**src/rtl/quad_operand_collector_pkg.sv**
```systemverilog
// rtl/quad_operand_collector_pkg.sv - shared constants and types for the operand collector
package quad_operand_collector_pkg;

    localparam int LANES   = 4;
    localparam int COUNT_W = 3;

    typedef enum logic [1:0] {
        IDLE = 2'd0,
        FILL = 2'd1,
        PEND = 2'd2
    } state_t;

    typedef logic [1:0] lane_idx_t;

endpackage

```
**src/rtl/quad_operand_collector.sv**
```systemverilog
// rtl/quad_operand_collector.sv - packs a serial byte stream into four-lane groups
module quad_operand_collector
    import quad_operand_collector_pkg::*;
#(
    parameter int DATA_W = 8
) (
    input  logic               clk,
    input  logic               rst,
    input  logic               in_valid,
    output logic               in_ready,
    input  logic [DATA_W-1:0]  in_data,
    input  logic               in_last,
    output logic               out_valid,
    input  logic               out_ready,
    output logic [DATA_W-1:0]  out_a,
    output logic [DATA_W-1:0]  out_b,
    output logic [DATA_W-1:0]  out_c,
    output logic [DATA_W-1:0]  out_d,
    output logic [COUNT_W-1:0] out_count,
    output logic               out_last
);

    state_t             state;
    state_t             next_state;
    lane_idx_t          idx;
    logic [DATA_W-1:0]  collect [LANES];
    logic [DATA_W-1:0]  group   [LANES];
    logic [COUNT_W-1:0] pend_count;
    logic               pend_last;
    logic [COUNT_W-1:0] close_count;
    logic               accept;
    logic               close;
    logic               slot_free;
    logic               load_close;
    logic               load_pend;

    always_comb begin
        in_ready    = (state != PEND);
        accept      = in_valid & in_ready;
        close       = accept & ((idx == 2'd3) | in_last);
        slot_free   = !out_valid | out_ready;
        load_close  = close & slot_free;
        load_pend   = (state == PEND) & slot_free;
        close_count = {1'b0, idx} + 3'd1;
        // Group view including the byte being accepted; unwritten lanes are already zero.
        for (int i = 0; i < LANES; i++) begin
            group[i] = (accept && (idx == lane_idx_t'(i))) ? in_data : collect[i];
        end

        next_state = state;
        case (state)
            IDLE, FILL: begin
                if (close) begin
                    next_state = slot_free ? IDLE : PEND;
                end else if (accept) begin
                    next_state = FILL;
                end
            end
            PEND: begin
                if (slot_free) begin
                    next_state = IDLE;
                end
            end
            default: next_state = IDLE;
        endcase
    end

    always_ff @(posedge clk) begin
        if (rst) begin
            state <= IDLE;
        end else begin
            state <= next_state;
        end
    end

    always_ff @(posedge clk) begin
        if (rst) begin
            idx        <= '0;
            pend_count <= '0;
            pend_last  <= 1'b0;
            out_valid  <= 1'b0;
            out_a      <= '0;
            out_b      <= '0;
            out_c      <= '0;
            out_d      <= '0;
            out_count  <= '0;
            out_last   <= 1'b0;
            for (int i = 0; i < LANES; i++) begin
                collect[i] <= '0;
            end
        end else begin
            if (load_close || load_pend) begin
                out_valid <= 1'b1;
                out_a     <= group[0];
                out_b     <= group[1];
                out_c     <= group[2];
                out_d     <= group[3];
                out_count <= load_close ? close_count : pend_count;
                out_last  <= load_close ? in_last : pend_last;
            end else if (out_ready) begin
                out_valid <= 1'b0;
            end

            if (close) begin
                idx <= '0;
                if (slot_free) begin
                    for (int i = 0; i < LANES; i++) begin
                        collect[i] <= '0;
                    end
                end else begin
                    // Slot busy: the closed group parks in the collect buffer until it drains.
                    for (int i = 0; i < LANES; i++) begin
                        collect[i] <= group[i];
                    end
                    pend_count <= close_count;
                    pend_last  <= in_last;
                end
            end else if (accept) begin
                collect[idx] <= in_data;
                idx          <= idx + 2'd1;
            end

            if (load_pend) begin
                for (int i = 0; i < LANES; i++) begin
                    collect[i] <= '0;
                end
            end
        end
    end

endmodule

```
**config.mk**
```make
export PLATFORM = sky130hd
export DESIGN_NAME = quad_operand_collector
export DESIGN_NICKNAME = d
export VERILOG_FILES = /design/src/rtl/quad_operand_collector_pkg.sv /design/src/rtl/quad_operand_collector.sv
export SDC_FILE = /design/constraint.sdc
export NUM_CORES = 1
export LEC_CHECK = 0
export CORE_ASPECT_RATIO = 1.2
export CORE_MARGIN = 4
export CORE_UTILIZATION = 45
export CTS_CLUSTER_SIZE = 24
export DETAILED_ROUTE_END_ITERATION = 10
export DONT_BUFFER_PORTS = 1
export PLACE_DENSITY_LB_ADDON = 0.1
export SYNTH_ARGS = -nofsm -noshare
export SYNTH_HDL_FRONTEND = slang
export SYNTH_SLANG_ARGS = --single-unit
```
**constraint.sdc**
```tcl
create_clock -name clk -period 2.4 [get_ports clk]
set_input_delay 0.36 -clock clk [delete_from_list [all_inputs] [get_ports clk]]
set_output_delay 0.36 -clock clk [all_outputs]
set_load 0.05 [all_outputs]
```
==> impl_results.md, run 1 <==
- Status: completed
- Rows: 37
- Crit-path max FO: 8
- DP Area: about 4100 sq um
- Most common cell in the netlist: dfxtp_1
- RSZ-0062 raised after global routing: no
- Die area: roughly 11000 sq um
- Final period util: between 80% and 90%
- Overflow after GRT: 0
- CP Class: flop to flop
- Fin Setup TNS: 0 ns
- Critical Path AT: approximately 2.1 ns
- Maximum VDD drop: ~0.30 mV
- Sequential element share of the synthesized area: about 46%
- EDFF count, synth: 32
- Final hold violations: 0
- Commonest cells in the synthesized netlist: dfxtp_1 (45), nand3_1 (38), a31oi_1 (36)
- Area growth, synth to finish: 6.00%
- Max_cap viols: 0
- All-layer global routing usage: between 20% and 30%
- Mapped cell area: around 4000 sq um
- Vias in the first global route: ~3200
- Worst rel slew slack: between 50% and 60%
- Hold depth: 1
- Synth Warn #: 0
- FF/Latch Area: 1860 sq um
- Post-synth top area cell: edfxtp_1
- Root Buffer: clkbuf_8
- Top-area cell type share of the netlist area: 23.8%
- Post-route ant nets: 0
- DRT Wirelength: about 12 mm
- Leak pwr: about 1.3 nW
- Peak Freq: ~500 MHz
- #FFs+latches synth: 77
- Postcts setup bufs: 0
- Met3 global-route usage: 4.80%
- Final slew viol count: 0
- Hold Buf Count CTS: 0
- Initial antenna violation count: 0
- DRC: 0
- Pre-Repair DR Iteration Count: 5
- Area of the multi-input gates: between 1500 and 2000 sq um
- Yosys cell types: between 40 and 50
- Worst-Margin Slew: roughly 0.64 ns
- Final RePlAce weighted congestion: between 0.7 and 0.8
- Post-DR vias/cell: 6.66
- Share of layout cells above drive strength 1: about a fifth
- DR WL/cell: 23.0 microns
- Gr busiest metal: met2
- Final Skew: between 0.009 and 0.01 ns
- Final HPWL DP: between 7 and 8 mm
- Post-CTS sizing: 0
- Routing usage on met1: between 30% and 40%
- IO buf count: 0
- Ys flop type: dfxtp_1
- Die span in x: 94.5 microns
- CTS tree: built
- Die Ht: around 110 microns
- Met2 GRT Util: a little over a third
- First-pass GRT wire length: roughly 18 mm
- Average size of a mapped cell: 10.2 sq um
- Fillers: between 800 and 900
- Fin area: ~4300 sq um
- WP data required: 2.51 ns
- DRT iter0 DRCs: around 230
- Largest cells by area after synthesis: edfxtp_1 (24%), dfxtp_1 (22%), or3b_2 (6.9%), o311ai_0 (5.6%), a31oi_1 (5.6%)
- Largest net degree at the start of global routing: 42
- Syn Nets: between 400 and 500
- Worst-path clk slew: roughly 0.080 ns
- Starting Density: 46.7%
- HP Class: input pin to flop
- Async S/R FF share, synth: 0%
- Gate Count Post-Synth: ~400
- Longest Clk Path Bufs: 2
- Min cycle time layout: roughly 2.0 ns
- Critical path startpoint category: flop
- Count of clock tree sinks: 77
- Clock Latency Late Sink: between 0.3 and 0.4 ns
- Nets@finish: between 300 and 400
- Path depth of the worst reg2reg path: 5
- Final setup fails: 0
- Core area: about 8700 sq um
- Crit path capture type: flop
- Antenna Cells: 0
- H-tree levels: 3
- Vias: about 3400
- Ports: just over 50
- Cell area power density: between 600 and 700 nW/um^2
- Num CTS Buffers: 9
## layout make-up
cell class                 count  area share [%]
inverter                       8           0.759
clock inverter                 6           0.701
timing repair buffer          15            2.63
sequential                    77            43.4
multi-input combinational    271            46.1
clock buffer                  10            2.98
tap                          117            3.42
## stage by stage
step | hold slack, ns | setup slack (ns) | utilization, % | power [mW] | cells
6_report | 0.0616 | 0.415 | 49.5 | 2.75 | 504
5_1_grt | 0.0422 | 0.252 | 49.5 | 2.87 | 504
4_1_cts | 0.0451 | 0.403 | 49.5 | 2.78 | 504
3_5_place_dp | 0.435 | 0.437 | 47.7 | 1.93 | 488
3_3_place_gp | 0.432 | 0.478 | 47.7 | 1.93 | 488
2_1_floorplan | 0.431 | 0.449 | - | 1.86 | 395
## worst max-delay path: stages, from the launching register on
cell and delay (ns):
dfxtp_1 0.41, ha_1 0.31, nor2_1 0.13, buf_4 0.19, o2111ai_2 0.37, a2bb2o_1 0.33
## kinds of logic (layout without fill, tap and decap cells)
family	Yosys count	after routing	synth area share, %
simple gates	110	110	18.2
mux	2	2	0.526
fa+ha+maj	4	4	1.24
compound gates	155	155	28.7
flops	77	77	46.1
buf+inv	47	39	5.23
## per-layer routing
layer,wire length [microns],share of wire [%]
met4,204,1.8
met2,5440,47
met5,0,0
met1,5150,44
met3,817,7.0
## registers in the layout (all words and copies together), names as in the netlist
name / count
out_a: 8
out_c: 8
out_b: 8
pend_count: 3
out_valid: 1
out_d: 8
collect: 32
state: 2
pend_last: 1
out_count: 3
out_last: 1
idx: 2
## worst paths after layout
kind / start / end / slack, ns
hold / removal: rst / idx[0] / 0.06
setup reg to reg: idx[0] / collect[1][6] / 0.41
setup / recovery: idx[0] / collect[1][6] / 0.41
hold reg to reg: pend_count[2] / pend_count[2] / 0.46
## cell usage in the layout (no fill, tap or decap), drive strengths merged, types with 2 or more instances in the layout
cell type	netlist	layout
clkinv	1	7
a31oi	36	36
o21ai	36	36
and3b	3	3
nand2	16	16
o311ai	33	33
inv	7	7
o21a	2	2
ha	4	4
o2bb2ai	13	13
a32o	8	8
nand4	4	4
o32ai	3	3
nor4	3	3
and2	4	4
nor2	2	2
a21oi	13	13
or3b	33	33
dfxtp	45	45
nor2b	3	3
a2bb2o	3	3
clkbuf	19	10
o2111ai	2	2
buf	20	15
nand3	38	38
edfxtp	32	32
## power breakdown
| group | switching [mW] | internal [mW] |
|---|---|---|
| combinational | 0.160 | 0.0987 |
| clock | 0.482 | 0.364 |
| sequential | 0.204 | 1.44 |
| total | 0.845 | 1.91 |
Note: power is estimated with default switching activity, not from simulation.
==> run 2, diff against run 1 <==
clock period = 1.6 ns   (was 2.4 ns; I/O delays follow)
==> impl_results.md, run 2 (synthesis results as in run 1) <==
- Min cycle time layout: between 1.5 and 2 ns
- Max incr delay on CP: ~0.35 ns
- Met2 GRT Util: roughly a third
- Worst-path clk slew: 0.08 ns
- CTS tree: built
- Crit-path max FO: 8
- H-tree levels: 3
- First-pass GRT wire length: around 18 mm
- DRT iter0 DRCs: 270
- Post-DR vias/cell: about 6.2
- Non-Filler Instances: roughly 570
- Vias in the first global route: roughly 3500
- Pre-Repair DR Iteration Count: 5
- Peak Freq: between 600 and 700 MHz
- Root Buffer: clkbuf_8
- Largest net degree at the start of global routing: ~40
- Cell area power density: between 800 and 900 nW/um^2
- Final RePlAce weighted congestion: 0.859
- Critical path startpoint category: flop
- Gate power share: between 10% and 20%
- Die Ht: 112 microns
- Post-route ant nets: 0
- Crit path cell chain: buf_4 -> inv_2 -> ha_2 -> and2_1 -> nand3_1 -> nand3_4
- Rows: 37
- Ports: a little over 50
- WP data required: 1.65 ns
- Final slew viol count: 0
- RSZ-0062 raised after global routing: yes
- Commonest non-fill, non-tap cell in the layout: buf_4
- Most frequent cells in the layout: buf_4 (67), dfxtp_1 (42), a31oi_1 (36), nand3_1 (35), o21ai_0 (33)
- Nets@finish: 462
- Switching power: ~1.3 mW
- Critical Path AT: 1.64 ns
- Worst rel slew slack: 67.5%
- Antenna Cells: 0
- Initial antenna violation count: 0
- Internal: ~3.1 mW
- Switching share of power: between 20 and 30%
- Fin area: ~5000 sq um
- DRC: 0
- Largest register FFs: 32
- Num CTS Buffers: 9
- CP Class: flop to flop
- Clock Latency Late Sink: about 0.36 ns
- Core area: 8660 sq um
- Gr busiest metal: met2
- Die span in x: ~95 microns
- HP Class: input pin to flop
- Leak pwr: about 1.7 nW
- Count of clock tree sinks: just under 80
- CP max stage cell: dfxtp_2
- DR WL/cell: approximately 20 microns
- Routing usage on met1: 30.2%
- Area growth, synth to finish: 23.9%
- Maximum VDD drop: approximately 0.36 mV
- Final hold violations: 0
- Max_cap viols: 0
- Placed instance count: roughly 540
- Starting Density: 46.7%
- Overflow after GRT: 0
- Met3 global-route usage: under 10%
- Seq pwr share: 51.2%
- Worst-Margin Slew: approximately 0.48 ns
- Vias: ~3500
- Share of layout cells above drive strength 1: between 30% and 40%
- Clock power frac: between 30% and 40%
- Longest Clk Path Bufs: 2
- Final setup fails: 0
- Die area: 10600 sq um
- Final period util: approximately 100%
- Largest Register: collect
- IO buf count: 0
- All-layer global routing usage: 22.1%
- DP Area: ~4600 sq um
- Final Skew: between 0.01 and 0.015 ns
- DRT Wirelength: ~11 mm
- Final HPWL DP: around 7.6 mm
- Crit path capture type: flop
- Status: completed
[run 2: cell types whose count changed in the layout (fill, tap and decap cells not counted), sizes merged]
cell,delta
buf,+61
clkbuf,+4
clkinv,-4
dlygate4sd3,+2
[run 2: final cells by class]
type	instances	area, sq um
Fill cell	774	3650
Multi-Input combinational cell	271	2110
Sequential cell	77	1870
Timing Repair Buffer	78	677
Clock buffer	14	164
Tap cell	117	146
Inverter	8	32.5
Clock inverter	2	10.0
[run 2: per-stage QoR]
step / setup WS [ns] / utilization, % / hold WS (ns) / power, mW / TNS [ns]
floorplan: -0.0245 / - / 0.347 / 2.80 / -0.412
global placement: -0.0792 / 53.6 / 0.304 / 3.01 / -1.62
detailed placement: -0.0954 / 53.6 / 0.304 / 3.02 / -2.58
CTS: -0.0217 / 57.0 / 0.0359 / 4.38 / -0.113
global route: -0.0474 / 57.9 / 0.0346 / 4.54 / -0.739
finish: 0.0114 / 57.9 / 0.0454 / 4.36 / 0
[run 2: path summary, 6_finish.rpt]
check	startpoint	end	slack, ns	cells after the start
worst min-delay path	in_data[2]	out_b[2]	0.05	2
worst min register to register	out_last	out_last	0.48	2
worst max-delay path	idx[1]	collect[0][2]	0.01	6
worst max register to register	idx[1]	collect[0][2]	0.01	6
[run 2: critical path: cells and delay by family (launching register included)]
family / cells / cell delay, ns
adders and majority gates: 1 / 0.24
buffers and inverters: 2 / 0.21
DFF: 1 / 0.35
and+or+nand+nor: 3 / 0.48
[run 2: power groups by stage]
stage	clock, mW	combinational [mW]	sequential, mW
after floorplan	0	0.313	2.49
after detailed placement	0	0.744	2.27
after CTS	1.38	0.766	2.23
after global placement	0	0.740	2.27
after global routing	1.46	0.830	2.25
final	1.35	0.775	2.23
[run 2: repair_timing]
item | in CTS | in global routing
setup endpoints to repair | 54 | 53
hold buffers | 2 | 0
endpoints found under the hold margin | 9 | 0
pin swaps | 6 | 8
gates resized for setup | 17 | 11
buffers inserted | 4 | 2
[run 2: per-layer routing]
layer / vias to the layer above / share of wire (%)
li1: 1695 / -
met3: 13 / 6.9
met4: 0 / 1.0
met2: 118 / 47
met1: 1716 / 45
met5: - / 0
==> run 3, diff against run 2 <==
CTS_BUF_LIST = sky130_fd_sc_hd__clkbuf_2 sky130_fd_sc_hd__clkbuf_4 sky130_fd_sc_hd__clkbuf_8   (was not set)
==> impl_results.md, run 3 (synthesis results as in run 1) <==
- Status: completed
- Min cycle time layout: roughly 1.6 ns
- Non-Filler Instances: between 500 and 600
- Cell area power density: about 890 nW/um^2
- Flop-to-flop setup slack: around 0.0074 ns
- Final period util: ~100%
- Post-DR vias/cell: 6.26
- Max Used Layer: met4
- Placed instance count: between 500 and 600
- IO buf count: 0
- Largest register FFs: 32
- Final setup fails: 0
- Critical Path AT: ~1.6 ns
- Overflow after GRT: 0
- Fin area: around 5000 sq um
- RR Startpoint: idx[1]
- Final slew viol count: 0
- H-tree levels: 3
- Nets@finish: between 400 and 500
- Most frequent cells in the layout: buf_4 (66), dfxtp_1 (42), a31oi_1 (36), nand3_1 (35), o21ai_0 (33)
- Total chip power: 4.50 mW
- Die Ht: ~110 microns
- Vias in the first global route: 3469
- Starting Density: between 40% and 50%
- DP Area: around 4600 sq um
- Count of clock tree sinks: 77
- Critical Path End: collect[0][2]
- Antenna Cells: 0
- Pre-Repair DR Iteration Count: 4
- CP Class: flop to flop
- DRC: 0
- HP Class: input pin to flop
- RSZ-0062 raised after global routing: yes
- Final hold violations: 0
- DRT iter0 DRCs: 256
- Routed metal-1 wire length: 5.22 mm
- Largest net degree at the start of global routing: roughly 40
- Die area: between 10000 and 15000 sq um
- Root Buffer: clkbuf_8
- Max_cap viols: 0
- Worst rel slew slack: 67.5%
- DR WL/cell: 20.1 microns
- Maximum VDD drop: ~0.37 mV
- Initial antenna violation count: 0
- Crit path capture type: flop
- Area growth, synth to finish: 24.6%
- Core area: 8660 sq um
- Num CTS Buffers: 9
- DRT Wirelength: about 11 mm
- CTS tree: built
- Critical path startpoint category: flop
- All-layer global routing usage: about 22%
- Die span in x: roughly 95 microns
- Critical Path Start: idx[1]
- Rows: 37
- Ports: just over 50
- Worst Hold Launch: in_data[1]
- Vias: around 3600
- Path depth of the worst reg2reg path: 6
- Final RePlAce weighted congestion: roughly 0.86
- Worst-path clk slew: 0.09 ns
- Peak Freq: between 600 and 700 MHz
- Reg-to-Reg End: collect[0][2]
- Largest Register: collect
- WP data required: 1.65 ns
- Share of layout cells above drive strength 1: a little under two fifths
- Clock Latency Late Sink: 0.36 ns
- Post-route ant nets: 0
- Crit-path max FO: 8
- DR WL met2: around 5.2 mm
- First-pass GRT wire length: between 15 and 20 mm
- Leak pwr: 1.72 nW
- Final HPWL DP: between 7 and 8 mm
- Commonest non-fill, non-tap cell in the layout: buf_4
- Worst-Margin Slew: approximately 0.48 ns
- Routed length on met3: 697 microns
- Final Skew: 0.0156 ns
- Longest Clk Path Bufs: 2
- Fin Setup TNS: 0 ns
## run 3: per-layer routing
metal | global-route usage (%) | vias to the layer above
met5 | 0 | -
met4 | 7.22 | 0
met3 | 5.00 | 21
met2 | 34.6 | 119
met1 | 30.2 | 1715
li1 | - | 1695
## run 3: final cells by class
type,instances,area [sq um]
fillers,776,3620
clock buffers,13,154
clock inverters,3,40.0
well taps,117,146
repair buffers,78,681
flip-flops and latches,77,1870
multi-input cells,271,2120
inverters,8,32.5
## run 3: repair_timing
item | 4_1_cts | 5_1_grt
buffers inserted | 4 | 2
hold buffers | 2 | 0
gates resized for setup | 17 | 12
pin swaps | 6 | 8
cloned | 0 | 0
endpoints found under the setup margin | 54 | 49
hold endpoints to repair | 9 | 0
## run 3: through the flow
step | hold slack [ns] | setup WS, ns | utilization (%)
after CTS | 0.0356 | -0.0217 | 57.3
after global placement | 0.304 | -0.0792 | 53.6
after floorplan | 0.347 | -0.0245 | -
final | 0.0450 | 0.00737 | 58.2
after global routing | 0.0348 | -0.0484 | 58.2
after detailed placement | 0.304 | -0.0954 | 53.6
## run 3: worst max-delay path, cell delays in order (launching register included)
cell     delay, ns
dfxtp_2       0.35
buf_4         0.14
inv_2         0.07
ha_2          0.24
and2_1        0.17
nand3_1       0.13
nand3_4       0.18
## run 3: worst min path at each step
stage | end | slack, ns | cells after the start
final | out_c[1] | 0.04 | 2
after detailed placement | out_valid | 0.30 | 1
after floorplan | pend_count[0] | 0.35 | 1
after global routing | out_b[7] | 0.03 | 2
after CTS | out_c[0] | 0.04 | 2
after global placement | out_valid | 0.30 | 1
## run 3: where the power goes
| part | switching [mW] | internal [mW] | total, mW | leakage (nW) |
|---|---|---|---|---|
| logic | 0.504 | 0.273 | 0.778 | 0.898 |
| registers | 0.0675 | 2.17 | 2.23 | 0.716 |
| clock network | 0.701 | 0.787 | 1.49 | 0.105 |
| total | 1.27 | 3.23 | 4.50 | 1.72 |
